<file path="config.mk">
export PLATFORM = sky130hd
export DESIGN_NAME = goa_pin_master
export DESIGN_NICKNAME = d
export VERILOG_FILES = /design/src/rtl/goa_pin_master.sv
export SDC_FILE = /design/constraint.sdc
export NUM_CORES = 1
export LEC_CHECK = 0
export CAP_MARGIN = 20
export CORE_ASPECT_RATIO = 0.75
export CORE_UTILIZATION = 49
export CTS_CLUSTER_SIZE = 40
export DETAILED_ROUTE_END_ITERATION = 10
export GPL_ROUTABILITY_DRIVEN = 0
export PLACE_DENSITY = 0.81
export SETUP_SLACK_MARGIN = 0.3
export SYNTH_ARGS = -nofsm -noshare
export SYNTH_HDL_FRONTEND = slang
export SYNTH_SLANG_ARGS = --single-unit
</file>
<file path="constraint.sdc">
create_clock -name clk -period 3.1 [get_ports clk]
set_input_delay 0.93 -clock clk [delete_from_list [all_inputs] [get_ports clk]]
set_output_delay 0.93 -clock clk [all_outputs]
set_load 0.03 [all_outputs]
</file>
<file path="src/rtl/goa_pin_master.sv">
// Byte-serial pin master: pushes a header plus two data/read slots to the device
// over a four-phase HSTB/DACK handshake, with synchronised device inputs.
module goa_pin_master #(
  parameter int TIMEOUT     = 1023,
  parameter int SYNC_STAGES = 2
) (
  input  logic        clk,
  input  logic        rst,
  input  logic        cmd_valid,
  output logic        cmd_ready,
  input  logic        cmd_we,
  input  logic [6:0]  cmd_addr,
  input  logic [15:0] cmd_wdata,
  output logic        rsp_valid,
  output logic [15:0] rsp_rdata,
  output logic        rsp_err,
  output logic [7:0]  pin_ui,
  output logic [7:0]  pin_uio_in,
  input  logic [7:0]  pin_uo,
  input  logic [7:0]  pin_uio_out
);

  localparam int TW = $clog2(TIMEOUT + 1);

  typedef enum logic [2:0] {IDLE, SETUP, ACK_HI, ACK_LO, DONE} state_e;

  state_e                      state_q, state_d;
  logic [1:0]                  cnt_q, cnt_d;
  logic [TW-1:0]               tmo_q, tmo_d;
  logic                        we_q, we_d;
  logic [6:0]                  addr_q, addr_d;
  logic [15:0]                 wdata_q, wdata_d;
  logic [15:0]                 rdata_q, rdata_d;
  logic [SYNC_STAGES-1:0]      dack_sync_q, dack_sync_d;
  logic [SYNC_STAGES-1:0][7:0] uo_sync_q, uo_sync_d;

  logic       dack_s;
  logic [7:0] uo_s;
  logic [7:0] tx_byte;
  logic       tmo_hit;
  logic       hstb;
  logic       unused_uio;

  assign unused_uio = ^{pin_uio_out[7:2], pin_uio_out[0]};
  assign dack_s     = dack_sync_q[SYNC_STAGES-1];
  assign uo_s       = uo_sync_q[SYNC_STAGES-1];
  assign tmo_hit    = (tmo_q == TW'(TIMEOUT));
  assign pin_uio_in = {7'b0, hstb};

  always_comb begin
    dack_sync_d = {dack_sync_q[SYNC_STAGES-2:0], pin_uio_out[1]};
    uo_sync_d   = {uo_sync_q[SYNC_STAGES-2:0], pin_uo};
  end

  // Read slots drive zero; the device answers on pin_uo instead.
  always_comb begin
    case (cnt_q)
      2'd0:    tx_byte = {we_q, addr_q};
      2'd1:    tx_byte = we_q ? wdata_q[15:8] : 8'h00;
      default: tx_byte = we_q ? wdata_q[7:0]  : 8'h00;
    endcase
  end

  always_comb begin
    state_d   = state_q;
    cnt_d     = cnt_q;
    tmo_d     = tmo_q;
    we_d      = we_q;
    addr_d    = addr_q;
    wdata_d   = wdata_q;
    rdata_d   = rdata_q;
    cmd_ready = 1'b0;
    rsp_valid = 1'b0;
    rsp_err   = 1'b0;
    rsp_rdata = 16'h0000;
    pin_ui    = 8'h00;
    hstb      = 1'b0;
    case (state_q)
      IDLE: begin
        cmd_ready = ~rst;
        if (cmd_valid) begin
          we_d    = cmd_we;
          addr_d  = cmd_addr;
          wdata_d = cmd_wdata;
          rdata_d = 16'h0000;
          cnt_d   = 2'd0;
          state_d = SETUP;
        end
      end
      SETUP: begin
        pin_ui  = tx_byte;
        tmo_d   = '0;
        state_d = ACK_HI;
      end
      ACK_HI: begin
        pin_ui = tx_byte;
        hstb   = 1'b1;
        if (dack_s) begin
          // uo travels through the same sync depth as DACK, so it is aligned here.
          if (!we_q && cnt_q == 2'd1) rdata_d[15:8] = uo_s;
          if (!we_q && cnt_q == 2'd2) rdata_d[7:0]  = uo_s;
          tmo_d   = '0;
          state_d = ACK_LO;
        end else if (tmo_hit) begin
          pin_ui    = 8'h00;
          hstb      = 1'b0;
          rsp_valid = 1'b1;
          rsp_err   = 1'b1;
          state_d   = IDLE;
        end else begin
          tmo_d = tmo_q + TW'(1);
        end
      end
      ACK_LO: begin
        pin_ui = tx_byte;
        if (!dack_s) begin
          if (cnt_q == 2'd2) begin
            state_d = DONE;
          end else begin
            cnt_d   = cnt_q + 2'd1;
            state_d = SETUP;
          end
        end else if (tmo_hit) begin
          pin_ui    = 8'h00;
          rsp_valid = 1'b1;
          rsp_err   = 1'b1;
          state_d   = IDLE;
        end else begin
          tmo_d = tmo_q + TW'(1);
        end
      end
      DONE: begin
        rsp_valid = 1'b1;
        rsp_rdata = we_q ? 16'h0000 : rdata_q;
        state_d   = IDLE;
      end
      default: state_d = IDLE;
    endcase
  end

  always_ff @(posedge clk) begin
    if (rst) begin
      state_q     <= IDLE;
      cnt_q       <= '0;
      tmo_q       <= '0;
      we_q        <= 1'b0;
      addr_q      <= '0;
      wdata_q     <= '0;
      rdata_q     <= '0;
      dack_sync_q <= '0;
      uo_sync_q   <= '0;
    end else begin
      state_q     <= state_d;
      cnt_q       <= cnt_d;
      tmo_q       <= tmo_d;
      we_q        <= we_d;
      addr_q      <= addr_d;
      wdata_q     <= wdata_d;
      rdata_q     <= rdata_d;
      dack_sync_q <= dack_sync_d;
      uo_sync_q   <= uo_sync_d;
    end
  end

endmodule
</file>
; Yosys cells after proc, flatten, opt, wreduce, memory -nomap -nowiden
; Index checks and enable logic that the tools add are counted.
[word_totals]
reg_bits = 73
inputBits = 43
output_inout_bits = 35
elab_cells = 78
[classes]
addsub = 2
n_eq_ne = 14
n_mux = 37
bitwise = 1
n_reduce_logical = 13
[ops]
columns = operator, n
row1 = 2-to-1 mux 16 bit, 4
row2 = 2-to-1 mux 8 bit, 7
row3 = one-hot mux 16 bit (2 select lines), 1
row4 = 2-to-1 mux 10 bit, 3
row5 = one-hot mux 10 bit (3 select lines), 1
row6 = one-hot mux 8 bit (3 select lines), 1
row7 = one-hot mux 8 bit (2 select lines), 1
row8 = 2-to-1 mux 3 bit, 5
row9 = "inequality test 2 bit, second input constant", 7
row10 = one-hot mux 3 bit (4 select lines), 1
row11 = AND reduction 4 bit, 3
row12 = "adder 10 x 1 -> 10 bit, second input constant", 1
row13 = "equality test 10 bit, second input constant", 1
row14 = 2-to-1 mux 1 bit, 7
row15 = "equality test 3 x 2 -> 1 bit, second input constant", 2
row16 = 2-to-1 mux 2 bit, 3
row17 = one-hot mux 2 bit (2 select lines), 1
row18 = AND reduction 2 bit, 2
row19 = nonzero test 2 bit, 2
row20 = "equality test 3 x 1 -> 1 bit, second input constant", 1
row21 = "equality test 3 bit, second input constant", 1
row22 = logical NOT 3 bit, 1
row23 = one-hot mux 1 bit (3 select lines), 1
row24 = nonzero test 3 bit, 1
row25 = other kinds (8), 9

; Longest topological paths before layout
[depth]
word_depth = 5
mapped_depth = 8
ltp_nobuf = 6

; Least setup slack after synthesis
; No wires, ideal clock.
[synth_path]
path_kind = in2out
from = in rst
to = out cmd_ready
arrival_time_ns = 2.026
required_ns = 2.170
setup_slack_ns = 0.144
path_stages = 3
path_buffers = 2
path_cell_list = clkbuf_1 -> clkbuf_1 -> nor3_1
[synth_between]
elab_chain_len = 2
[synth_lines]
columns = item, line_no
row1 = "start, declared", 8  ; input logic rst,
row2 = NOT 1 bit, 80  ; cmd_ready = ~rst;
row3 = 2-to-1 mux 1 bit, 78  ; case (state_q)
row4 = "end, declared", 10  ; output logic cmd_ready,
; No other way between the ends.

; Worst setup path after layout
[layout_path]
from = reg state_q[0]
to = out pin_ui[5]
[layout_between]
elab_chain_len = 2
elab_cells_between_ends = 4
classes_between = eq/ne (3) / mux (1)
[layout_lines]
columns = item, line_no
row1 = "start, declared", 27  ; state_e state_q, state_d;
row2 = "start signal, assigned", 153  ; state_q <= state_d;
row3 = equality test 3 x 2 -> 1 bit or equality test 3 x 1 -> 1 bit (tied branches), 78
row4 = one-hot mux 8 bit (3 select lines) (*), 78
row5 = "end, declared", 17  ; output logic [7:0] pin_ui,
; Every way passes the cells marked *; elsewhere a longest branch is shown, timed or not.

==> flow_metrics.env <==
export IMPL_cap_violations=0
export IMPL_synth_top_area_share_pct=46.04
export IMPL_start_util_pct=52.59
export IMPL_leakage_uw=0.001606
export IMPL_regArea_sq_um=1466
export IMPL_grt_util_all_layers_pct=23.71
export IMPL_outcome="completed"
export IMPL_final_setup_tns_ns=0
export IMPL_critical_path_class="reg -> out"
export IMPL_fp_coreArea_sq_um=6036
export IMPL_min_path_cells=1
export IMPL_ant_nets=0
export IMPL_min_path_type="reg -> reg"
export IMPL_worstMarginPinSlew_ns=0.6142
export IMPL_wl_per_cell_um=14.45
export IMPL_worst_setup_path_end_kind="output port"
export IMPL_antenna_found_initial=0
export IMPL_setup_violations=0
export IMPL_async_reset_ff_share_pct=0
export IMPL_finalClockSkew_ns=0.006092
export IMPL_grt_overflow_total=0
export IMPL_drive_gt1_share_pct=22.12
export IMPL_maxClockFrequency_mhz=358.6
export IMPL_viasPerCell=5.451
export IMPL_drv_slew=0
export IMPL_synth_edff_count=0
export IMPL_yosys_area_top_type="dfxtp_1"
export IMPL_synth_seq_area_share_pct=46.04
export IMPL_synth_top_flop_cell="dfxtp_1"
export IMPL_port_buffers=63
export IMPL_grt_pass1_vias=2732
export IMPL_die_y_um=71.71
export IMPL_vias=2889
export IMPL_nFillCells=474
export IMPL_io_pins=78
export IMPL_root_buffer="clkbuf_8"
export IMPL_drc=0
export IMPL_clk_latency_ns=0.35
export IMPL_timing_rr_start="dack_sync_q[1]$_SDFF_PP0_"
export IMPL_path_clk_slew_ns=0.09
export IMPL_nets=495
export IMPL_multi_input_area_sq_um=1710
export IMPL_synth_area_leaders="dfxtp_1, nand2_1, a21oi_1"
export IMPL_p_per_area_nw_per_um2=468.4
export IMPL_antenna_cells=0
export IMPL_ys_warn_count=0
export IMPL_worst_hold_path_endpoint="uo_s[5]$_SDFF_PP0_"
export IMPL_arrival_ns=1.86
export IMPL_drt_iter0_drc=188
export IMPL_fin_crit_sh_pct=89.96
export IMPL_irDropWorstVdd_mv=0.5548
export IMPL_cts_tree="yes"
export IMPL_drtPass1Iterations=4
export IMPL_regToRegSetupSlack_ns=1.20
export IMPL_crit_path_max_fanout=8
export IMPL_syn_to_final_growth_pct=32.99
export IMPL_hp_start="uo_sync_d[13]$_SDFF_PP0_"
export IMPL_finalCriticalPeriod_ns=2.789
export IMPL_cts_made_buffers=9
export IMPL_clock_path_buffers=2
export IMPL_dp_hpwl_um=5296
export IMPL_r2r_end="tmo_q[3]$_SDFFE_PP0P_"
export IMPL_syn_inst=374
export IMPL_clock_sinks=73
export IMPL_ys_ff_latch=73
export IMPL_hold_viol=0
export IMPL_avgSynthCellArea_sq_um=8.487
export IMPL_htreeDepth=3
export IMPL_totalPowerFinal_uw=1978
export IMPL_whs_ns=0.4372
export IMPL_cp_start_kind="register"
export IMPL_wl_um=7656
export IMPL_postCtsHoldBufs=0
export IMPL_die_area_sq_um=6808
export IMPL_grt_setup_unrepaired="yes"
export IMPL_layout_commonest_cell="nand2_1"
export IMPL_worst_r2r_cell_count=5
export IMPL_syn_area_sq_um=3174
export IMPL_grt_pass1_wl_um=12390
export IMPL_die_w_um=94.94
export IMPL_core_rowCount=24
export IMPL_slew_headroom_pct=58.90
export IMPL_crit_required_ns=2.17
export IMPL_final_cell_mix="nand2_1, dfxtp_1, buf_4, a21oi_1, clkdlybuf4s50_1"
export IMPL_grt_max_degree=55
export IMPL_synth_distinct_cells=50
[power by group]
group / internal, uW / switching (uW) / leakage, uW / total (uW)
clock: 307 / 394 / 0.0000892 / 700
sequential: 976 / 24.8 / 0.000598 / 1000
combinational: 120 / 156 / 0.000919 / 276
total: 1400 / 574 / 0.00161 / 1980
[layout make-up]
type / instances / share of cell area [%]
Multi-Input combinational cell: 273 / 40.52
Sequential cell: 73 / 34.74
Timing Repair Buffer: 86 / 17.69
Clock buffer: 9 / 2.934
Tap cell: 78 / 2.312
Clock inverter: 7 / 1.452
Inverter: 4 / 0.3557
[worst max-delay path, stage by stage (launching register included)]
cell	delay, ns
dfxtp_1	0.32
or2_2	0.33
o41ai_4	0.41
a211o_4	0.22
a21oi_1	0.06
buf_4	0.17
[cells in the mapped netlist (2+ instances only)]
| cell | n |
|---|---|
| nand3_1 | 5 |
| o21ai_0 | 5 |
| inv_1 | 3 |
| nand2_1 | 76 |
| o41ai_1 | 2 |
| a31oi_1 | 2 |
| a211oi_1 | 4 |
| mux2i_1 | 3 |
| clkbuf_1 | 19 |
| nor2b_1 | 19 |
| or3_1 | 4 |
| dfxtp_1 | 73 |
| nand4_1 | 3 |
| nor4b_1 | 2 |
| and4_1 | 2 |
| a21boi_0 | 2 |
| o2bb2ai_1 | 14 |
| nor4_1 | 2 |
| nor3_1 | 7 |
| nand3b_1 | 2 |
| a22oi_1 | 7 |
| and2_1 | 18 |
| nand4b_1 | 2 |
| nor4b_2 | 2 |
| a32o_1 | 2 |
| or2_2 | 2 |
| nand2b_1 | 4 |
| or4_1 | 2 |
| ha_1 | 5 |
| nor2_1 | 16 |
| a21oi_1 | 37 |
| o31ai_1 | 2 |
| a21boi_1 | 2 |
| buf_4 | 8 |
[state kept, by name, summed over array words and instances, names as in the netlist]
register	count
we_q	1
rdata_q	16
state_q	3
dack_sync_q	2
tmo_q	10
uo_sync_d	8
addr_q	7
wdata_q	16
uo_s	8
cnt_q	2
[worst max-delay path by stage]
| stage | start | to | slack (ns) | cells past startpoint |
|---|---|---|---|---|
| 3_5_place_dp | tmo_q[1]$_SDFFE_PP0P_ | pin_ui[4] | 0.05 | 6 |
| 2_1_floorplan | cnt_q[0]$_SDFFE_PP0P_ | pin_ui[0] | 0.34 | 8 |
| 5_1_grt | tmo_q[0]$_SDFFE_PP0P_ | pin_ui[7] | 0.22 | 7 |
| 4_1_cts | tmo_q[0]$_SDFFE_PP0P_ | rsp_valid | 0.29 | 6 |
| 6_report | state_q[0]$_SDFFE_PP0N_ | pin_ui[5] | 0.31 | 5 |
| 3_3_place_gp | tmo_q[0]$_SDFFE_PP0P_ | pin_ui[1] | 0.09 | 6 |
[kinds of logic (layout without fill, tap and decap cells)]
group	after synthesis	after routing	share of synthesized area [%]
buffers and inverters	34	106	5.242
other	1	7	0.1181
AO/OA/AOI/OAI	86	86	18.09
flip-flops	73	73	46.04
multiplexers	3	3	0.9460
adder cells (fa/ha/maj)	5	5	1.971
XOR/XNOR	1	1	0.2760
AND/OR/NAND/NOR	171	171	27.32
[stage by stage]
step / utilization (%) / setup WS, ns / cell area, sq um / std cells
final: 69.94 / 0.3113 / 4222 / 530
after global routing: 69.94 / 0.2221 / 4222 / 530
after CTS: 68.70 / 0.2905 / 4146 / 529
after detailed placement: 64.41 / 0.04932 / 3887 / 511
after global placement: 64.41 / 0.09273 / 3887 / 511
after floorplan: - / 0.3405 / 3202 / 380
[layer usage]
metal  wire length, um  share of wire, %  global-route usage [%]
met1              3611                47                   31.01
met2              3482                45                   37.89
met3               472               6.2                   6.369
met4                90               1.2                   8.081
met5                 0                 0                       0
[timing repair]
item / in CTS / in global routing
gates cloned: 0 / 0
pin swaps: 5 / 5
gates resized for setup: 79 / 23
setup endpoints to repair: 11 / 27
setup buffers: 2 / 1
No activity file was read; power rests on OpenSTA's default activity.
